**src/rtl/rr_mux4.sv**
```systemverilog
// rr_mux4: four valid/ready producers merged into one registered output stream.
// Round-robin arbitration between packets; a granted channel keeps the output until its last beat.
//
// state | meaning
// ------+---------------------------------------------------------------
// IDLE  | no packet in progress, round-robin scan from ptr+1 picks winner
// LOCK  | packet from channel lk in progress, only lk may transfer
module rr_mux4 #(
  parameter int WIDTH = 8
) (
  input  logic             clk,
  input  logic             rst,
  input  logic [WIDTH-1:0] in0,
  input  logic [WIDTH-1:0] in1,
  input  logic [WIDTH-1:0] in2,
  input  logic [WIDTH-1:0] in3,
  input  logic [3:0]       vld,
  input  logic [3:0]       last,
  output logic [3:0]       rdy,
  output logic [WIDTH-1:0] out,
  output logic             out_vld,
  output logic             out_last,
  input  logic             out_rdy,
  output logic [1:0]       sel
);

  typedef enum logic {
    IDLE = 1'b0,
    LOCK = 1'b1
  } state_t;

  state_t           state, state_nxt;
  logic [1:0]       ptr, ptr_nxt;
  logic [1:0]       lk, lk_nxt;
  logic [WIDTH-1:0] out_nxt;
  logic             out_vld_nxt;
  logic             out_last_nxt;
  logic [1:0]       sel_nxt;

  logic             load;
  logic             gnt_vld;
  logic [1:0]       gnt;
  logic [1:0]       idx;
  logic             xfer;
  logic [WIDTH-1:0] gnt_data;
  logic             gnt_last;

  assign load = ~out_vld | out_rdy;

  // Grant selection: a held lock never falls back to the scan, even when lk has a bubble.
  always_comb begin
    gnt_vld = 1'b0;
    gnt     = 2'd0;
    idx     = 2'd0;
    if (state == LOCK) begin
      if (vld[lk]) begin
        gnt_vld = 1'b1;
        gnt     = lk;
      end
    end else begin
      for (int k = 1; k <= 4; k++) begin
        idx = ptr + 2'(k);
        if (!gnt_vld && vld[idx]) begin
          gnt_vld = 1'b1;
          gnt     = idx;
        end
      end
    end
  end

  // rdy is gated by rst so nothing is accepted while reset is asserted.
  assign rdy  = (load && gnt_vld && !rst) ? (4'b0001 << gnt) : 4'b0000;
  assign xfer = |(vld & rdy);

  always_comb begin
    gnt_data = in0;
    gnt_last = last[0];
    case (gnt)
      2'd0: begin gnt_data = in0; gnt_last = last[0]; end
      2'd1: begin gnt_data = in1; gnt_last = last[1]; end
      2'd2: begin gnt_data = in2; gnt_last = last[2]; end
      2'd3: begin gnt_data = in3; gnt_last = last[3]; end
      default: begin gnt_data = in0; gnt_last = last[0]; end
    endcase
  end

  always_comb begin
    state_nxt    = state;
    ptr_nxt      = ptr;
    lk_nxt       = lk;
    out_nxt      = out;
    out_vld_nxt  = out_vld;
    out_last_nxt = out_last;
    sel_nxt      = sel;
    if (xfer) begin
      out_nxt      = gnt_data;
      out_last_nxt = gnt_last;
      sel_nxt      = gnt;
      out_vld_nxt  = 1'b1;
      if (gnt_last) begin
        state_nxt = IDLE;
        ptr_nxt   = gnt;
      end else begin
        state_nxt = LOCK;
        lk_nxt    = gnt;
      end
    end else if (load) begin
      out_vld_nxt = 1'b0;
    end
  end

  // ptr resets to 3 so the first scan starts at channel 0.
  always_ff @(posedge clk or posedge rst) begin
    if (rst) begin
      state    <= IDLE;
      ptr      <= 2'd3;
      lk       <= 2'd0;
      out      <= '0;
      out_vld  <= 1'b0;
      out_last <= 1'b0;
      sel      <= 2'd0;
    end else begin
      state    <= state_nxt;
      ptr      <= ptr_nxt;
      lk       <= lk_nxt;
      out      <= out_nxt;
      out_vld  <= out_vld_nxt;
      out_last <= out_last_nxt;
      sel      <= sel_nxt;
    end
  end

endmodule

```
**config.mk**
```make
export PLATFORM = sky130hd
export DESIGN_NAME = rr_mux4
export DESIGN_NICKNAME = d
export VERILOG_FILES = /design/src/rtl/rr_mux4.sv
export SDC_FILE = /design/constraint.sdc
export NUM_CORES = 1
export LEC_CHECK = 0
export BUFFER_PORTS_ARGS = -buffer_cell sky130_fd_sc_hd__buf_2
export CORE_MARGIN = 2
export CORE_UTILIZATION = 50
export DETAILED_ROUTE_END_ITERATION = 7
export PLACE_DENSITY = 0.85
export SKIP_LAST_GASP = 1
export SLEW_MARGIN = 20
export SYNTH_ARGS = -nofsm -noshare
export SYNTH_HDL_FRONTEND = slang
export SYNTH_SLANG_ARGS = --single-unit
```
**constraint.sdc**
```tcl
create_clock -name clk -period 5.9 [get_ports clk]
set_input_delay 0.59 -clock clk [delete_from_list [all_inputs] [get_ports clk]]
set_output_delay 0.59 -clock clk [all_outputs]
set_load 0.02 [all_outputs]
```
* Word level (Yosys, flattened, before mapping)
Index checks and enable logic that the tools add are counted.
** Operators by class
- Bitwise gates (word level) :: 4
- Reductions and logical operators :: 14
- Magnitude comparators :: 5
- Eq/ne operators :: 3
- Multiplexer cells :: 31
- Shift-type cells :: 1
- Add/subtract/negate cells :: 3
** Operators by type and width (number)
- $pmux W8 S4 :: 1
- $mux W1 :: 17
- $lt A2 B3 Y1 const B :: 5
- $mux W2 :: 6
- $bmux W1 S2 :: 5
- $logic_and A1 B1 Y1 :: 5
- $add A2 B2 Y2 const B :: 2
- $and A4 B4 Y4 :: 1
- $eq A2 B2 Y1 const B :: 2
- $logic_not A1 Y1 :: 4
- $mux W4 :: 1
- $pmux W1 S4 :: 1
- $reduce_and A2 Y1 :: 2
- $reduce_or A4 Y1 :: 1
- $shl A1 B2 Y4 const A :: 1
- $add A2 B1 Y2 const B :: 1
- $eq A2 B1 Y1 const B :: 1
- $logic_not A2 Y1 :: 1
- $not A1 Y1 :: 2
- $reduce_bool A2 Y1 :: 1
- $or A1 B1 Y1 :: 1
** Word-level totals
- Output and inout port bits :: 16
- Input port bits :: 43
- Bits in registers :: 17

* Depth between registers and ports, before layout
Gate-level depths: netlist of the first run.
- Depth after elaboration :: 23
- Gate-level depth with buffers :: 8
- Depth with buffers taken out :: 7

* Least setup slack after synthesis of the first run
Ideal clock, no wire load.
- Path kind :: input to output
- Start point :: in vld[1]
- End point :: out rdy[3]
- Arrival time :: 2.376 ns
- Stages :: 7
- Path slack :: 2.934 ns
- Required time :: 5.310 ns
- Buffers on the path :: 2
- Path through :: clkbuf_1 -> nor3b_1 -> a21oi_1 -> o221a_1 -> o32ai_4 -> buf_2 -> nor3b_1
** Between the ends
- Cells in the longest elaborated chain, start to end :: 19
- Elaborated cells on any way between the ends :: 35
- Those cells by class :: shift: 1; mux: 26; reduce/logical: 8
** Ends and longest elaborated chain
- start, declared :: line 17 : input logic [3:0] vld,
- $bmux W1 S2 :: line 63 : if (!gnt_vld && vld[idx]) begin
- $mux W1 (implied by the code) :: line 63
- $mux W1 :: line 63
- $mux W1 :: line 55 : if (state == LOCK) begin
- $logic_not A1 Y1 :: line 63
- $logic_and A1 B1 Y1 :: line 63
- $mux W1 :: line 63
- $mux W1 :: line 55
- [2 not listed]
- $mux W1 :: line 63
- $mux W1 :: line 55
- $logic_not A1 Y1 :: line 63
- $logic_and A1 B1 Y1 :: line 63
- $mux W1 :: line 63
- $mux W1 :: line 55
- $logic_and A1 B1 Y1 (2 in series) :: line 72 : assign rdy = (load && gnt_vld && !rst) ? (4'b0001 << gnt) : 4'b0000;
- $mux W4 * :: line 72
- end, declared :: line 19 : output logic [3:0] rdy,
Every way passes the cells marked *; elsewhere a longest branch is shown, timed or not. The select of a mux whose other input is x is not followed.

* Worst setup path after layout of the first run
- Start point :: reg lk[0]
- End point :: out rdy[2]
** Between the ends
- Cells in the longest elaborated chain, start to end :: 7
- Elaborated cells on any way between the ends :: 10
- Those cells by class :: shift: 1; mux: 7; reduce/logical: 2
** Ends and longest elaborated chain
- start, declared :: line 34 : logic [1:0] lk, lk_nxt;
- start signal, assigned :: line 125 : lk <= lk_nxt;
- $bmux W1 S2 :: line 56 : if (vld[lk]) begin
- $mux W1 (implied by the code) :: line 56
- $mux W1 :: line 56
- $mux W1 :: line 55
- $logic_and A1 B1 Y1 (2 in series) :: line 72
- $mux W4 * :: line 72
Marks and branches as above.

==> results of run 1 <==
[flip-flops by register name, indices dropped and copies added, names as in the netlist]
signal,cells
lk,2
out,8
out_last,1
out_vld,1
ptr,2
sel,2
state,1
[layout by cell type (no fill, tap or decap), types with 2 or more instances in the layout]
master	netlist	layout
dfrtp_1	15	15
inv_2	2	2
mux2i_1	21	21
dfstp_2	2	2
a21o_1	4	4
mux2_4	4	4
a21oi_1	6	6
a221oi_1	2	2
clkbuf_4	0	3
buf_2	2	58
nor3b_1	3	3
inv_1	6	6
mux2_2	5	5
o21ai_2	7	8
nand2_1	13	13
nor2_1	4	4
o21a_1	2	2
[metrics by stage]
| stage | hold slack [ps] | worst slack [ps] | util | instance area (µm²) |
|---|---|---|---|---|
| floorplan | 502 | 2930 | - | 1270 |
| global placement | 466 | 2790 | 0.639 | 1550 |
| detailed placement | 465 | 2700 | 0.639 | 1550 |
| CTS | 388 | 2560 | 0.650 | 1580 |
| global route | 437 | 2340 | 0.650 | 1580 |
| finish | 364 | 2570 | 0.650 | 1580 |
[per-layer routing]
layer / global-route usage / vias to the layer above
met5: 0 / -
met4: 0.0708 / 0
met3: 0.0301 / 5
met2: 0.390 / 52
met1: 0.247 / 517
li1: - / 553
[layout make-up]
class                           count  area share
Clock buffer                        4      0.0166
Timing Repair Buffer               58       0.184
Multi-Input combinational cell     91       0.486
Inverter                            8      0.0190
Sequential cell                    17       0.271
Tap cell                           30      0.0238
[power groups by stage]
stage / Combinational, mW / Clock [mW] / Sequential, mW
final: 0.557 / 0.0631 / 0.224
after global routing: 0.602 / 0.0660 / 0.232
after CTS: 0.560 / 0.0637 / 0.223
after detailed placement: 0.561 / 0 / 0.224
after global placement: 0.541 / 0 / 0.222
after floorplan: 0.427 / 0 / 0.265
[synthesized netlist by cell type]
| library cell | instances | share of area |
|---|---|---|
| mux2_2 | 5 | 0.044 |
| o22ai_2 | 1 | 0.0098 |
| nand2b_1 | 1 | 0.0049 |
| o21a_1 | 2 | 0.012 |
| a22oi_2 | 1 | 0.0098 |
| and2_1 | 1 | 0.0049 |
| nor3_1 | 1 | 0.0039 |
| dfrtp_1 | 15 | 0.30 |
| inv_1 | 6 | 0.018 |
| o221a_1 | 1 | 0.0089 |
| mux2i_1 | 21 | 0.17 |
| nand2_1 | 13 | 0.038 |
| a22oi_1 | 1 | 0.0059 |
| dfstp_2 | 2 | 0.041 |
| o2bb2ai_1 | 1 | 0.0069 |
| a221oi_1 | 2 | 0.014 |
| a21oi_1 | 6 | 0.024 |
| o21ai_1 | 2 | 0.0079 |
| nor2_1 | 4 | 0.012 |
| o21ai_2 | 7 | 0.048 |
| nor2b_1 | 1 | 0.0049 |
| mux2i_2 | 1 | 0.011 |
| nor3b_1 | 3 | 0.018 |
| mux2_4 | 4 | 0.047 |
| buf_6 | 1 | 0.0089 |
| o21ai_0 | 1 | 0.0039 |
| inv_2 | 2 | 0.0059 |
| a22oi_4 | 1 | 0.017 |
| clkbuf_1 | 2 | 0.0059 |
| buf_2 | 2 | 0.0079 |
| a21o_1 | 4 | 0.024 |
| mux2_1 | 1 | 0.0089 |
| buf_12 | 1 | 0.016 |
| nor4_2 | 1 | 0.0098 |
| o32ai_4 | 1 | 0.022 |
| a22o_1 | 1 | 0.0069 |
| and3_1 | 1 | 0.0049 |
| nand3_1 | 1 | 0.0039 |
[worst register-to-register path, cell delays in order, from the launching register on]
cell and delay [ps]:
dfstp_2 600, inv_1 110, a221oi_1 290, o2bb2ai_1 180, a22oi_4 760, mux2_2 440, a22oi_2 250, mux2i_1 210
[path summary, 6_finish.rpt]
kind                            slack [ps]  startpoint  depth (start not counted)      to
max in group asynchronous             5130         rst                          2   lk[0]
worst min register to register         490      out[4]                          2  out[4]
min in group clk                       490      out[4]                          2  out[4]
worst max-delay path                  2570       lk[0]                          6  rdy[2]
worst max register to register        2980      ptr[1]                          7  ptr[0]
worst min-delay path                   360         rst                          2   state
[kinds of logic after synthesis]
kind of cell           Yosys count  share of synthesized area
multiplexers                    32                      0.277
AO/OA/AOI/OAI                   32                      0.219
flip-flops                      17                      0.337
AND/OR/NAND/NOR                 27                      0.105
buffers and inverters           14                     0.0620
==> run_results.csv, run 1 <==
group,metric,value,unit
floorplanning,die_y,54.4,µm
final_layout,stdcell_count,208,
clock_tree,clk_path_buf_depth,2,
placement,place_congestion,0.796,
timing,finalSetupViolCount,0,
synthesis,synth_cells,122,
power,p_sw_frac,0.459,
critical_path,cp_num_buf_inv,2,
final_layout,n_antenna_cell,0,
detailed_routing,finalWirelength,2810,µm
detailed_routing,top_layer,"met4",
critical_path,cp.required,5310,ps
detailed_routing,wl_met1,1180,µm
floorplanning,start_util,0.523,
synthesis,synth-seq-area-share,0.337,
detailed_routing,wl_met2,1420,µm
timing,min_period,3330,ps
detailed_routing,routed_via_density,5.42,
clock_tree,clk_pin_slew,100,ps
floorplanning,dieArea,2960,µm²
final_layout,layout-drive-gt1-share,0.494,
detailed_routing,wl_per_cell,13.5,µm
power,power_frac_seq,0.265,
placement,io_buffers,58,
floorplanning,core,2430,µm²
timing,worst_clock_skew,9.11,ps
global_route,grt.total_usage,0.211,
timing,finalHoldViolCount,0,
detailed_routing,drtIter0Drc,13,
global_route,grt_pass1_vias,1092,
timing,period_share,0.565,
clock_tree,cts_tree,"yes",
clock_tree,post_cts_buffers,0,
final_layout,nets,222,
power,power.total,0.844,mW
critical_path,cp_top_family,"compound AO/OA/AOI/OAI gates",
clock_tree,htreeDepth,1,
timing,worstMarginPinSlew,1040,ps
critical_path,arrival,2740,ps
synthesis,syn-mean-instance-area,10.4,µm²
detailed_routing,drt.antenna.violating_nets,0,
clock_tree,holdBufCountCts,0,
final_layout,ff_latch_area,428,µm²
power,leakage,0.881,nW
power,clkPwrFrac,0.075,
critical_path,crit_slowest_cell,"o21ai_2",
clock_tree,cts-root-buf,"clkbuf_4",
clock_tree,clock_latency,300,ps
power,powerDensity,534,nW/µm²
detailed_routing,vias,1127,
detailed_routing,route.met3.wl,173,µm
timing,slew_violations,0,
clock_tree,cts_made_buffers,3,
floorplanning,rows,18,
detailed_routing,remaining_drc_errors,0,
critical_path,end_kind,"output pin",
synthesis,yosysWarnings,0,
power,power.switching,0.388,mW
timing,timing.fmax,300,MHz
floorplanning,ioPinCount,59,
global_route,grt_start_max_net_pins,27,
flow_run,cap_violations,0,
timing,slew_headroom,0.307,
power,ir_drop,0.000311,V
hold_path,hp-class,"in -> async",
clock_tree,clock_sinks,17,
placement,dp.cells,204,
final_layout,fillerInstances,201,
synthesis,syn_nets,165,
critical_path,critPathMaxStageDelay,840,ps
power,pwr-share-comb,0.660,
synthesis,synthDistinctLibCells,38,
final_layout,syn_to_final_growth,24.3,%
final_layout,multi_input_area,768,µm²
synthesis,synth_seq_cells,17,
synthesis,syn_area,1270,µm²
global_route,gr-total-overflow,0,
global_route,antenna_found_initial,0,
critical_path,startpoint_type,"register",
global_route,grt_pass1_wl,4460,µm
critical_path,cp_cell_sequence,"mux2i_2, o22ai_2, o21ai_2, inv_2, and3_1, buf_2",
power,intPower,0.456,mW
timing,fin_tns_setup,0,ps
critical_path,crit_type,"reg -> out",
placement,hpwl,2200,µm
status,status,"completed",
floorplanning,fp.dieW,54.4,µm
timing,rsz0062_at_grt,"false",
clock_tree,cts_resized,0,
detailed_routing,dr.pass1.iters,4,
critical_path,path_max_fanout,23,
Note: power is estimated with default switching activity, not from simulation.
==> run 2, diff against run 1 <==
--- a/config.mk
+++ b/config.mk
@@ -7,9 +7,9 @@
 export LEC_CHECK = 0
 export BUFFER_PORTS_ARGS = -buffer_cell sky130_fd_sc_hd__buf_2
 export CORE_MARGIN = 2
-export CORE_UTILIZATION = 50
+export CORE_UTILIZATION = 42
 export DETAILED_ROUTE_END_ITERATION = 7
-export PLACE_DENSITY = 0.85
+export PLACE_DENSITY = 0.76
 export SKIP_LAST_GASP = 1
 export SLEW_MARGIN = 20
 export SYNTH_ARGS = -nofsm -noshare
==> constraint.sdc (replaced) <==
create_clock -name clk -period 3 [get_ports clk]
set_input_delay 0.3 -clock clk [delete_from_list [all_inputs] [get_ports clk]]
set_output_delay 0.3 -clock clk [all_outputs]
set_load 0.02 [all_outputs]
==> run_results.csv, run 2 (same netlist as run 1, synthesis figures left out) <==
group,metric,value,unit
critical_path,path_max_fanout,12,
placement,io_buffers,58,
global_route,grt_start_max_net_pins,18,
clock_tree,cts_tree,"yes",
power,powerDensity,1060,nW/µm²
critical_path,startpoint_type,"register",
placement,dp_slack,596,ps
final_layout,final_util,0.574,
timing,finalSetupViolCount,0,
global_route,gr-total-overflow,0,
final_layout,largest_reg_flops,8,
critical_path,reg2reg_depth,7,
placement,placed_cell_area,1590,µm²
power,power.total,1.70,mW
detailed_routing,finalWirelength,2920,µm
timing,slew_violations,0,
floorplanning,die_y,59.0,µm
power,leakage,0.900,nW
global_route,grt_pass1_vias,1148,
clock_tree,clk_pin_slew,100,ps
placement,place_congestion,0.792,
detailed_routing,drtIter0Drc,30,
timing,rsz0062_at_grt,"false",
final_layout,layout-drive-gt1-share,0.505,
flow_run,cap_violations,0,
placement,hpwl,2400,µm
floorplanning,rows,19,
final_layout,final_cell_mix,"buf_2 (58), mux2i_1 (21), dfrtp_1 (15), nand2_1 (13), o21ai_2 (8)",
final_layout,stdcell_area,1610,µm²
timing,period_share,0.880,
clock_tree,cts_resized,0,
detailed_routing,drt.antenna.violating_nets,0,
status,status,"completed",
floorplanning,ioPinCount,59,
critical_path,cp.required,2700,ps
timing,finalHoldViolCount,0,
final_layout,regMostFlops,"out",
critical_path,cp_cell_sequence,"nor2b_1, nand3_1, o221a_1, o32ai_4, nor3b_1, buf_2",
critical_path,timing.rr.end,"out[2]",
critical_path,end_kind,"output pin",
critical_path,reg2reg_slack,590,ps
clock_tree,clk_path_buf_depth,2,
detailed_routing,routed_via_density,5.40,
final_layout,syn_to_final_growth,26.8,%
final_layout,layout_commonest_cell,"buf_2",
timing,worstMarginPinSlew,662,ps
clock_tree,post_cts_buffers,0,
global_route,grt.total_usage,0.191,
clock_tree,htreeDepth,1,
detailed_routing,vias,1151,
final_layout,n_antenna_cell,0,
timing,timing.fmax,379,MHz
global_route,antenna_found_initial,0,
timing,fin_tns_setup,0,ps
timing,min_period,2640,ps
clock_tree,cts-root-buf,"clkbuf_4",
final_layout,fillerInstances,253,
detailed_routing,wl_per_cell,13.7,µm
timing,slew_headroom,0.558,
power,ir_drop,0.000550,V
final_layout,nets,226,
detailed_routing,dr.pass1.iters,4,
floorplanning,start_util,0.453,
timing,worst_slack,360,ps
floorplanning,core,2810,µm²
clock_tree,holdBufCountCts,0,
critical_path,critPathMaxStageDelay,570,ps
critical_path,crit_slowest_cell,"dfstp_2",
clock_tree,clock_latency,290,ps
critical_path,crit_type,"reg -> out",
critical_path,worstReg2RegStart,"ptr[0]",
clock_tree,clock_sinks,17,
floorplanning,dieArea,3480,µm²
detailed_routing,remaining_drc_errors,0,
timing,worst_clock_skew,4.52,ps
global_route,grt_pass1_wl,5040,µm
critical_path,arrival,2340,ps
clock_tree,cts_made_buffers,3,
hold_path,hp-class,"in -> async",
floorplanning,fp.dieW,59.0,µm
run 2: changes by cell type in the layout (fill, tap and decap cells not counted), sizes merged:
cell and change:
buf +4
run 2: final cells by class:
class | count | area [µm²] | share of cell area
sequential | 17 | 428 | 0.266
clock buffer | 4 | 26.3 | 0.0163
inverter | 8 | 30.0 | 0.0186
tap | 31 | 38.8 | 0.0241
timing repair buffer | 62 | 320 | 0.199
multi-input combinational | 91 | 768 | 0.477
run 2: worst max-delay path by stage:
stage	start	slack [ps]	end	cells past startpoint
floorplan	ptr[0]	600	rdy[3]	6
global placement	ptr[0]	670	out[2]	7
detailed placement	ptr[0]	600	out[2]	7
CTS	ptr[0]	330	rdy[3]	6
global route	ptr[0]	200	rdy[3]	6
finish	ptr[0]	360	rdy[3]	6
run 2: per-stage QoR:
stage	hold WS, ps	std cells
floorplan	225	122
global placement	416	209
detailed placement	431	209
CTS	112	213
global route	122	213
finish	96.2	213
run 2: critical path: cells and delay by family (launching register included):
family	cells	cell delay, ps
buf+inv	1	190
simple gates	3	590
compound gates	2	700
flops	1	570
run 2: routing by layer:
layer  track usage  up-vias  routed length, µm
li1              -      568                  -
met1         0.230      542               1180
met2         0.332       35               1520
met3        0.0306        6                149
met4        0.0877        0                 68
met5             0        -                  0
run 2: report_power, final:
part	total (mW)	switching [mW]	internal [mW]
Sequential	0.438	0.0892	0.348
Clock	0.121	0.0696	0.0517
Combinational	1.15	0.615	0.531
Total	1.70	0.774	0.931
